--- src/rtl/oled_frame_ctrl.sv ---
// SSD1306 128x64 OLED sequencer: hardware reset pulse, fixed init command list,
// then full-frame refreshes streamed from the frame buffer through the SPI byte serializer.
module oled_frame_ctrl #(
  parameter int unsigned RST_LOW_CYC  = 10000,
  parameter int unsigned RST_WAIT_CYC = 10000,
  parameter int unsigned FB_BYTES     = 1024
) (
  input  logic       clk,
  input  logic       rst_n,
  input  logic       frame_req,
  output logic       frame_busy,
  output logic       frame_done,
  output logic       init_done,
  output logic [9:0] fb_addr,
  input  logic [7:0] fb_data,
  output logic [7:0] spi_byte,
  output logic       spi_dc,
  output logic       spi_start,
  input  logic       spi_busy,
  output logic       io_reset
);

  localparam logic [3:0] StRstLow  = 4'd0;
  localparam logic [3:0] StRstWait = 4'd1;
  localparam logic [3:0] StIdle    = 4'd2;
  localparam logic [3:0] StFetch   = 4'd3;
  localparam logic [3:0] StLoad    = 4'd4;
  localparam logic [3:0] StSend    = 4'd5;
  localparam logic [3:0] StAck     = 4'd6;
  localparam logic [3:0] StDone    = 4'd7;

  // Command ROM: entries 0..24 are the init list, 25..30 the per-frame window setup.
  localparam logic [4:0]  InitLast = 5'd24;
  localparam logic [4:0]  WinFirst = 5'd25;
  localparam logic [4:0]  WinLast  = 5'd30;
  localparam logic [9:0]  AddrLast = 10'(FB_BYTES - 1);
  localparam logic [31:0] LowLast  = 32'(RST_LOW_CYC - 1);
  localparam logic [31:0] WaitLast = 32'(RST_WAIT_CYC - 1);

  function automatic logic [7:0] cmd_rom(input logic [4:0] idx);
    logic [7:0] b;
    case (idx)
      5'd0:    b = 8'hAE;
      5'd1:    b = 8'hD5;
      5'd2:    b = 8'h80;
      5'd3:    b = 8'hA8;
      5'd4:    b = 8'h3F;
      5'd5:    b = 8'hD3;
      5'd6:    b = 8'h00;
      5'd7:    b = 8'h40;
      5'd8:    b = 8'h8D;
      5'd9:    b = 8'h14;
      5'd10:   b = 8'h20;
      5'd11:   b = 8'h00;
      5'd12:   b = 8'hA1;
      5'd13:   b = 8'hC8;
      5'd14:   b = 8'hDA;
      5'd15:   b = 8'h12;
      5'd16:   b = 8'h81;
      5'd17:   b = 8'hCF;
      5'd18:   b = 8'hD9;
      5'd19:   b = 8'hF1;
      5'd20:   b = 8'hDB;
      5'd21:   b = 8'h40;
      5'd22:   b = 8'hA4;
      5'd23:   b = 8'hA6;
      5'd24:   b = 8'hAF;
      5'd25:   b = 8'h21;
      5'd26:   b = 8'h00;
      5'd27:   b = 8'h7F;
      5'd28:   b = 8'h22;
      5'd29:   b = 8'h00;
      5'd30:   b = 8'h07;
      default: b = 8'h00;
    endcase
    return b;
  endfunction

  logic [3:0]  state_q, state_d;
  logic [31:0] cnt_q, cnt_d;
  logic [4:0]  idx_q, idx_d;
  logic [9:0]  addr_q, addr_d;
  logic        pending_q, pending_d;
  logic        init_done_q, init_done_d;
  logic        frame_busy_q, frame_busy_d;
  logic        frame_done_q, frame_done_d;
  logic        spi_start_q, spi_start_d;
  logic [7:0]  spi_byte_q, spi_byte_d;
  logic        spi_dc_q, spi_dc_d;
  logic        io_reset_q, io_reset_d;
  logic        load_cmd;

  always_comb begin
    state_d      = state_q;
    cnt_d        = cnt_q;
    idx_d        = idx_q;
    addr_d       = addr_q;
    pending_d    = pending_q;
    init_done_d  = init_done_q;
    frame_busy_d = frame_busy_q;
    frame_done_d = 1'b0;
    spi_start_d  = 1'b0;
    spi_byte_d   = spi_byte_q;
    spi_dc_d     = spi_dc_q;
    io_reset_d   = io_reset_q;
    load_cmd     = 1'b0;

    // Requests outside IDLE are remembered, including one landing on the last byte.
    if (frame_req && (state_q != StIdle)) pending_d = 1'b1;

    case (state_q)
      StRstLow: begin
        if (cnt_q == LowLast) begin
          cnt_d      = '0;
          io_reset_d = 1'b1;
          state_d    = StRstWait;
        end else begin
          cnt_d = cnt_q + 32'd1;
        end
      end
      StRstWait: begin
        if (cnt_q == WaitLast) begin
          cnt_d    = '0;
          idx_d    = '0;
          load_cmd = 1'b1;
        end else begin
          cnt_d = cnt_q + 32'd1;
        end
      end
      StIdle: begin
        if (frame_req || pending_q) begin
          pending_d    = 1'b0;
          frame_busy_d = 1'b1;
          addr_d       = '0;
          idx_d        = WinFirst;
          load_cmd     = 1'b1;
        end
      end
      StFetch: state_d = StLoad;
      StLoad: begin
        spi_byte_d  = fb_data;
        spi_dc_d    = 1'b1;
        spi_start_d = 1'b1;
        state_d     = StSend;
      end
      StSend: state_d = StAck;
      StAck: begin
        if (spi_busy) state_d = StDone;
      end
      StDone: begin
        if (!spi_busy) begin
          if (!init_done_q) begin
            if (idx_q == InitLast) begin
              init_done_d = 1'b1;
              state_d     = StIdle;
            end else begin
              idx_d    = idx_q + 5'd1;
              load_cmd = 1'b1;
            end
          end else if (!spi_dc_q) begin
            if (idx_q == WinLast) begin
              state_d = StFetch;
            end else begin
              idx_d    = idx_q + 5'd1;
              load_cmd = 1'b1;
            end
          end else if (addr_q == AddrLast) begin
            frame_done_d = 1'b1;
            frame_busy_d = 1'b0;
            state_d      = StIdle;
          end else begin
            addr_d  = addr_q + 10'd1;
            state_d = StFetch;
          end
        end
      end
      default: state_d = StRstLow;
    endcase

    if (load_cmd) begin
      spi_byte_d  = cmd_rom(idx_d);
      spi_dc_d    = 1'b0;
      spi_start_d = 1'b1;
      state_d     = StSend;
    end
  end

  always_ff @(posedge clk or negedge rst_n) begin
    if (!rst_n) begin
      state_q      <= StRstLow;
      cnt_q        <= '0;
      idx_q        <= '0;
      addr_q       <= '0;
      pending_q    <= 1'b0;
      init_done_q  <= 1'b0;
      frame_busy_q <= 1'b0;
      frame_done_q <= 1'b0;
      spi_start_q  <= 1'b0;
      spi_byte_q   <= '0;
      spi_dc_q     <= 1'b0;
      io_reset_q   <= 1'b0;
    end else begin
      state_q      <= state_d;
      cnt_q        <= cnt_d;
      idx_q        <= idx_d;
      addr_q       <= addr_d;
      pending_q    <= pending_d;
      init_done_q  <= init_done_d;
      frame_busy_q <= frame_busy_d;
      frame_done_q <= frame_done_d;
      spi_start_q  <= spi_start_d;
      spi_byte_q   <= spi_byte_d;
      spi_dc_q     <= spi_dc_d;
      io_reset_q   <= io_reset_d;
    end
  end

  assign frame_busy = frame_busy_q;
  assign frame_done = frame_done_q;
  assign init_done  = init_done_q;
  assign fb_addr    = addr_q;
  assign spi_byte   = spi_byte_q;
  assign spi_dc     = spi_dc_q;
  assign spi_start  = spi_start_q;
  assign io_reset   = io_reset_q;

endmodule

--- config.mk ---
export PLATFORM = sky130hd
export DESIGN_NAME = oled_frame_ctrl
export DESIGN_NICKNAME = d
export VERILOG_FILES = /design/src/rtl/oled_frame_ctrl.sv
export SDC_FILE = /design/constraint.sdc
export NUM_CORES = 1
export LEC_CHECK = 0
export ABC_AREA = 1
export BUFFER_PORTS_ARGS = -buffer_cell sky130_fd_sc_hd__buf_2
export CELL_PAD_IN_SITES_DETAIL_PLACEMENT = 0
export CELL_PAD_IN_SITES_GLOBAL_PLACEMENT = 1
export CORE_UTILIZATION = 38
export DETAILED_ROUTE_END_ITERATION = 7
export PLACE_DENSITY = 0.7
export SETUP_SLACK_MARGIN = 0.5
export SLEW_MARGIN = 20
export SYNTH_ARGS = -nofsm -noshare
export SYNTH_HDL_FRONTEND = slang
export SYNTH_SLANG_ARGS = --single-unit
--- constraint.sdc ---
create_clock -name clk -period 2.9 [get_ports clk]
set_input_delay 0.435 -clock clk [delete_from_list [all_inputs] [get_ports clk]]
set_output_delay 0.435 -clock clk [all_outputs]
set_load 0.02 [all_outputs]
### Word-level counts from Yosys, hierarchy flattened

Memories as Yosys holds them, arrays and structs flattened.
Cells that the tools add are included.

* $add $sub $neg: 3
* $mul: 0
* divide/modulo/power cells: 0
* $lt $le $gt $ge: 0
* equality and inequality tests: 24
* shifts and indexed selects: 0
* muxes and demuxes: 55
* bitwise logic cells: 1
* reductions and logical operators: 12

Operators by type and width (count)
* $mux 10: 5
* $mux 5: 7
* $add 32x1->32 const B: 1
* $eq 32x14->1 const B: 1
* $mux 32: 1
* $mux 4: 8
* $pmux 4 s7: 1
* $mux 1: 27
* $pmux 10 s2: 1
* $reduce_and 6->1: 3
* $eq 4x3->1 const B: 4
* $mux 8: 2
* $pmux 5 s3: 1
* $ne 2x2->1 const B: 6
* $add 10x1->10 const B: 1
* $eq 10x10->1 const B: 1
* $eq 5x5->1 const B: 2
* $ne 3x3->1 const B: 3
* $eq 4x2->1 const B: 2
* $add 5x1->5 const B: 1
* $ne 5x5->1 const B: 1
* $eq 4x1->1 const B: 1
* $logic_not 4->1: 1
* $ne 4x2->1 const B: 1
* other kinds (10): 13

* register bits: 66
* bits in latches: 0
* memory bits (writable): 0
* bits in read-only memories: 256
* input bits: 12
* output and inout port bits: 24
* logic and storage cells: 108
* memories kept: 1

Memories
* (name not given): depth 32, bits a word 8, rd ports 1, clocked after Yosys merged registers in 0, wr ports 0, RTL line 42 `case (idx)`

### Depth between registers and ports, before layout

* word-level depth: 8
* mapped depth: 20
* gate-level depth less buffers: 20

### Least setup slack after synthesis

Ideal clock, no wire load.

* path type: flip-flop to flip-flop
* start point: register init_done_q, in the netlist init_done
* end point: register spi_byte_q[3], in the netlist spi_byte[3]
* library setup time: 117 ps
* arrival: 2254 ps
* data required time: 2783 ps
* setup slack: 529 ps
* cell stages (with the launch flop): 17
* buffers on the path: 0
* period minus slack after synthesis: 2371 ps
* cells stage by stage: dfrtp_1 nand2_1 inv_1 nor2_2 nand2_1 nor2_1 a21oi_1 nand2_1 inv_1 ha_1 inv_1 nor2_1 nand2_1 nand2_1 o21ai_1 nand3_1 nand2_1

* cells in the longest elaborated chain, start to end: 5
* elaborated cells between the ends (all ways): 9
* classes of those cells: mux (7); reduce/logical (1); memory (1)

Ends and longest elaborated chain
* from (decl): RTL line 84 `logic init_done_q, init_done_d;`
* from (signal assigned): RTL line 208 `init_done_q <= init_done_d;`
* $mux 5: RTL line 152 `if (!init_done_q) begin`
* $mux 5: RTL line 151 `if (!spi_busy) begin`
* $pmux 5 s3: RTL line 111 `case (state_q)`
* named net idx_d[0]: RTL line 81 `logic [4:0] idx_q, idx_d;`
* $mem_v2 32x8
* $mux 8: RTL line 180 `if (load_cmd) begin`
* to (signal assigned): RTL line 212 `spi_byte_q <= spi_byte_d;`
* to (decl): RTL line 88 `logic [7:0] spi_byte_q, spi_byte_d;`

The timed path passes the listed nets, and every way through them passes these cells.
A chain may end at the register's enable or synchronous reset.

### Worst setup path in the final report

* start point: register idx_q[0]
* end point: register spi_byte_q[6], in the netlist spi_byte[6]

* cells in the longest elaborated chain, start to end: 8
* elaborated cells between the ends (all ways): 20
* classes of those cells: add/sub (1); eq/ne (2); mux (15); reduce/logical (1); memory (1)

Ends and longest elaborated chain
* from (decl): RTL line 81
* from (signal assigned): RTL line 205 `idx_q <= idx_d;`
* $add 5x1->5 or $eq 5x5->1 (tied branches): RTL line 157, 164, 161
* $mux 5: RTL line 161 `if (idx_q == WinLast) begin`
* $mux 5: RTL line 160 `end else if (!spi_dc_q) begin`
* $mux 5: RTL line 152
* $mux 5: RTL line 151
* $pmux 5 s3 (*): RTL line 111
* named net idx_d[0]: RTL line 81
* $mem_v2 32x8 (*)
* $mux 8 (*): RTL line 180

The timed path passes the listed nets; every way through them passes the cells marked *.

==> summary by stage <==
Layout
The most common cell after layout, fill and taps aside is sky130_fd_sc_hd__nand2_1. The area growth from synthesis to layout is 26.3%. The number of diodes is 0. After filler insertion, the fill cell instance count of the layout stands at 1075. After the last flow step, the layout net total stands at 663. Leaving out fill and tap cells, the most frequent cells in the layout are 111 x sky130_fd_sc_hd__nand2_1, 71 x sky130_fd_sc_hd__inv_1, 61 x sky130_fd_sc_hd__dfrtp_1. Of the cells placed in the final design, the portion with a size suffix greater than 1 is 28.9%.

Once layout is done, the placed cells without fillers occupy 5320 um^2.

Global routing
The wire length of the first global-routing pass is 18.4 mm. The pin count of the biggest net entering global routing is 35. The overflow left after global routing is 0. The number of antenna violations at the first check in global routing came to 0. The overall global routing resource usage is 20.4%. The via count of the first global-routing pass is 3885.

Timing
The worst relative slew slack is 48.1%. The final clock skew is 0.00793 ns. Setup violations remaining at the end of the flow were counted as 0.

Summed over all failing endpoints, the final setup total negative slack is 0 ns. The worst path in the final design needs a cycle of 2.34 ns, including I/O delays and setup. The maximum achievable frequency is 428 MHz.

The slew at the pin closest to its max-slew limit is 0.779 ns. After layout, the worst path uses 80.5% of the clock period. Setup repair after global routing could not meet its margin everywhere.

The final hold violation count was 0. The count of pins over their slew limit is 0.

Floorplan
In this run the core area contains 38 standard-cell rows. The total I/O pin count is 36. From left edge to right edge, the die measures 107 um. The die footprint is 11500 um^2. Once the floorplan was initialized, standard cells occupied 38.9% of the core. In this run the vertical extent of the chip is 107 um. The core area is 10800 um^2.

Pwr
Power spread over the standard cell area amounts to 940 nW/um^2. The design draws 5.00 mW. The worst voltage drop across the vdd grid is 631 uV.

The leakage power is 2.53 nW.

Routing
The per-cell routed wire length is 14.3 um. The post-route DRC violation count is 0. The via count is 3995.

The post-detailed-route via-to-cell ratio is 5.08. The post-detailed-route count of antenna-violating nets is 0. The total iterations of the first detailed-routing run is 5.

The final layout contains routed wiring with a total length of 11.3 mm. In this run, the number of DRC markers left after iteration 0 of detailed routing was 173.

Critical path
By startpoint and endpoint, the worst setup path is classified as reg2reg. The critical path goes through inv_2 > ha_4 > nand3_4 > nor2_4 > nor2_4 > nand2_4 > nor2_1 > a21oi_2 > nand2_4 > inv_4 > ha_4 > a21oi_2 > nand2_2 > nand3_2 > nand3_2 > a21oi_2. In this run the worst setup path terminates at spi_byte[6]. The critical path startpoint is idx_q[0]. In this run the worst path has a maximum fanout of 5. The logic depth of the worst register-to-register path is 16. Across all register-to-register paths, the minimum setup slack is 0.56 ns. The worst flop-to-flop path startpoint is idx_q[0]. The critical path data required time is 3.18 ns. In this design, the critical path's most frequently occurring cell is sky130_fd_sc_hd__a21oi_2. In this design, the stage delay of the slowest critical-path cell is 0.42 ns. The worst setup path is captured at a flop. The worst setup path is launched from a flop.

The slowest cell on the critical path is sky130_fd_sc_hd__dfrtp_1. The worst register-to-register path ends at spi_byte[6]. Data arrives at the worst endpoint at 2.61 ns.

Placement
The post-detailed-placement cell area is 4560 um^2. Routability-driven placement finished with a final weighted congestion of 0.888. The post-detailed-placement half-perimeter wirelength is 8.13 mm. Port buffering added 35 buffers.

Synthesis
Summing every instance area after synthesis gives 4210 um^2. Synthesis instantiated 42 different standard cells from the library. The fraction of the yosys area taken by sequential cells is 38.6%. The most used flip-flop cell after synthesis is sky130_fd_sc_hd__dfrtp_1.

The mean area per synthesized cell is 7.37 um^2. In the synthesized netlist, the number of instances is 572. Of the total synthesized cell area, the portion taken by AND, OR, NAND and NOR gates is 34.4%. The synthesized netlist devotes 2.97% of its cell area to adder and majority cells. Of all flip-flops after synthesis, the portion carrying an async set or reset was 100%. Counting every net in the synthesized netlist gives 594. The number of register bits inferred by synthesis is 65. Counting flops with a built-in enable in the synthesized netlist gives 0. Measured against the total synthesized area, the mux share comes to 0%. The dominant combinational cell family by area after synthesis is simple AND/OR/NAND/NOR gates. The number of warnings printed during yosys synthesis is 0. The synthesized netlist devotes 3.95% of its cell area to XOR and XNOR gates. The synthesized-area fraction occupied by ao, oa, aoi and oai cells is 10.6%.

Hold path
In this run the worst hold path is classified as in2async.

Clocking
The cell at the root of the clock tree is sky130_fd_sc_hd__clkbuf_8. CTS built an H-tree with a depth of 3. In this run the deepest clock path goes through 2 buffers. The TritonCTS clock tree is done.

Clock tree synthesis found a total of 65 sinks. After clock tree synthesis, the clock-pin slew on the worst setup and hold paths is 0.08 ns. The number of hold buffers added after CTS was 0. The clock insertion delay at the later pin of the skew report is 0.35 ns.

The number of clock buffers inserted by TritonCTS is 9.

Flow run
The number of violations of the max-capacitance limit is 0.

Status
The flow ran to the end, and the final reports show no timing, DRC or antenna violations.
-- synth_stat cells, types with 2 or more instances --
master                     number  area, um^2
sky130_fd_sc_hd__dfrtp_1       65        1630
sky130_fd_sc_hd__xnor2_1        3        26.3
sky130_fd_sc_hd__buf_2          2        10.0
sky130_fd_sc_hd__nor2_2         7        43.8
sky130_fd_sc_hd__nand3_1       63         315
sky130_fd_sc_hd__a21oi_2        4        35.0
sky130_fd_sc_hd__o211ai_1       5        37.5
sky130_fd_sc_hd__nor4_1         8        50.1
sky130_fd_sc_hd__nor3_2         2        20.0
sky130_fd_sc_hd__nor3_1        24         120
sky130_fd_sc_hd__inv_2          7        26.3
sky130_fd_sc_hd__nand2_2       12        75.1
sky130_fd_sc_hd__nand2_1      120         450
sky130_fd_sc_hd__nand2_4        4        45.0
sky130_fd_sc_hd__a22o_1         4        35.0
sky130_fd_sc_hd__nand4_1        5        31.3
sky130_fd_sc_hd__a221oi_1       3        26.3
sky130_fd_sc_hd__inv_1         84         315
sky130_fd_sc_hd__o21ai_1        7        35.0
sky130_fd_sc_hd__ha_1          10         125
sky130_fd_sc_hd__a211oi_1       3        22.5
sky130_fd_sc_hd__nor2_1        55         206
sky130_fd_sc_hd__xor2_1        16         140
sky130_fd_sc_hd__nor2_4         3        33.8
sky130_fd_sc_hd__o21ai_0       16        80.1
sky130_fd_sc_hd__a21oi_1       23         115
sky130_fd_sc_hd__or2_2          2        12.5
-- per-stage QoR --
| stage | instances | worst slack, ns | util [%] | hold slack, ns |
|---|---|---|---|---|
| after floorplan | 572 | 0.529 | - | 0.139 |
| after global placement | 745 | 0.268 | 42.1 | 0.458 |
| after detailed placement | 745 | 0.242 | 42.1 | 0.456 |
| after CTS | 765 | 0.486 | 45.0 | 0.183 |
| after global routing | 786 | 0.436 | 49.1 | 0.209 |
| final | 786 | 0.564 | 49.1 | 0.156 |
-- critical path, delay by kind of cell, from the launching register on --
family,cells,cell delay (ns)
AOI/OAI and AO/OA,3,0.47
adders and majority gates,2,0.37
buffers and inverters,2,0.24
DFF,1,0.42
and+or+nand+nor,9,0.76
-- layer usage --
layer  global-route usage (%)  wire [um]  up-vias
met5                        0          0        -
met4                     6.75        178        0
met3                     4.18        356       13
met2                     34.1       5500       70
met1                     26.3       5210     1916
li1                         -          -     1996
-- layout make-up --
cell class                 count  area (um^2)  area share (%)
inverter                      93          357            6.70
clock buffer                  12          155            2.91
tap                          140          175            3.29
multi-input combinational    409         2540            47.8
sequential                    65         1630            30.6
timing repair buffer          63          410            7.71
clock inverter                 4         51.3           0.964
-- logic make-up (layout without fill, tap and decap cells) --
group,after synthesis,count (layout)
buffers and inverters,99,172
adder cells (fa/ha/maj),10,10
XOR/XNOR,19,19
flip-flops,65,65
AND/OR/NAND/NOR,309,310
AO/OA/AOI/OAI,70,70
-- how the worst min path moves through the flow --
stage	to	cells after the start	slack [ns]	startpoint
floorplan	cnt_q[0]	0	0.14	rst_n
global placement	cnt_q[31]	1	0.46	cnt_q[31]
detailed placement	cnt_q[31]	1	0.46	cnt_q[31]
CTS	cnt_q[26]	1	0.18	rst_n
global route	cnt_q[26]	1	0.21	rst_n
finish	cnt_q[26]	1	0.16	rst_n
-- report_power, final --
group	internal, mW	leakage [nW]	switching, mW
clock	0.445	0.103	0.378
combinational	1.04	1.58	1.85
sequential	1.11	0.848	0.186
-- sequential cells by signal, indices dropped and copies added, names as in the netlist --
name / count
cnt_q: 32
fb_addr: 10
frame_busy: 1
frame_done: 1
idx_q: 5
init_done: 1
io_reset: 1
pending_q: 1
spi_byte: 8
spi_dc: 1
spi_start: 1
state_q: 3
-- timing repair --
action / 4_1_cts / 5_1_grt
endpoints found under the setup margin: 8 / 15
gates cloned: 0 / 1
resized for setup: 23 / 69
pin swaps: 5 / 26
setup buffers: 4 / 20
endpoints found under the hold margin: 0 / 0
(Power assumes the default switching activity.)
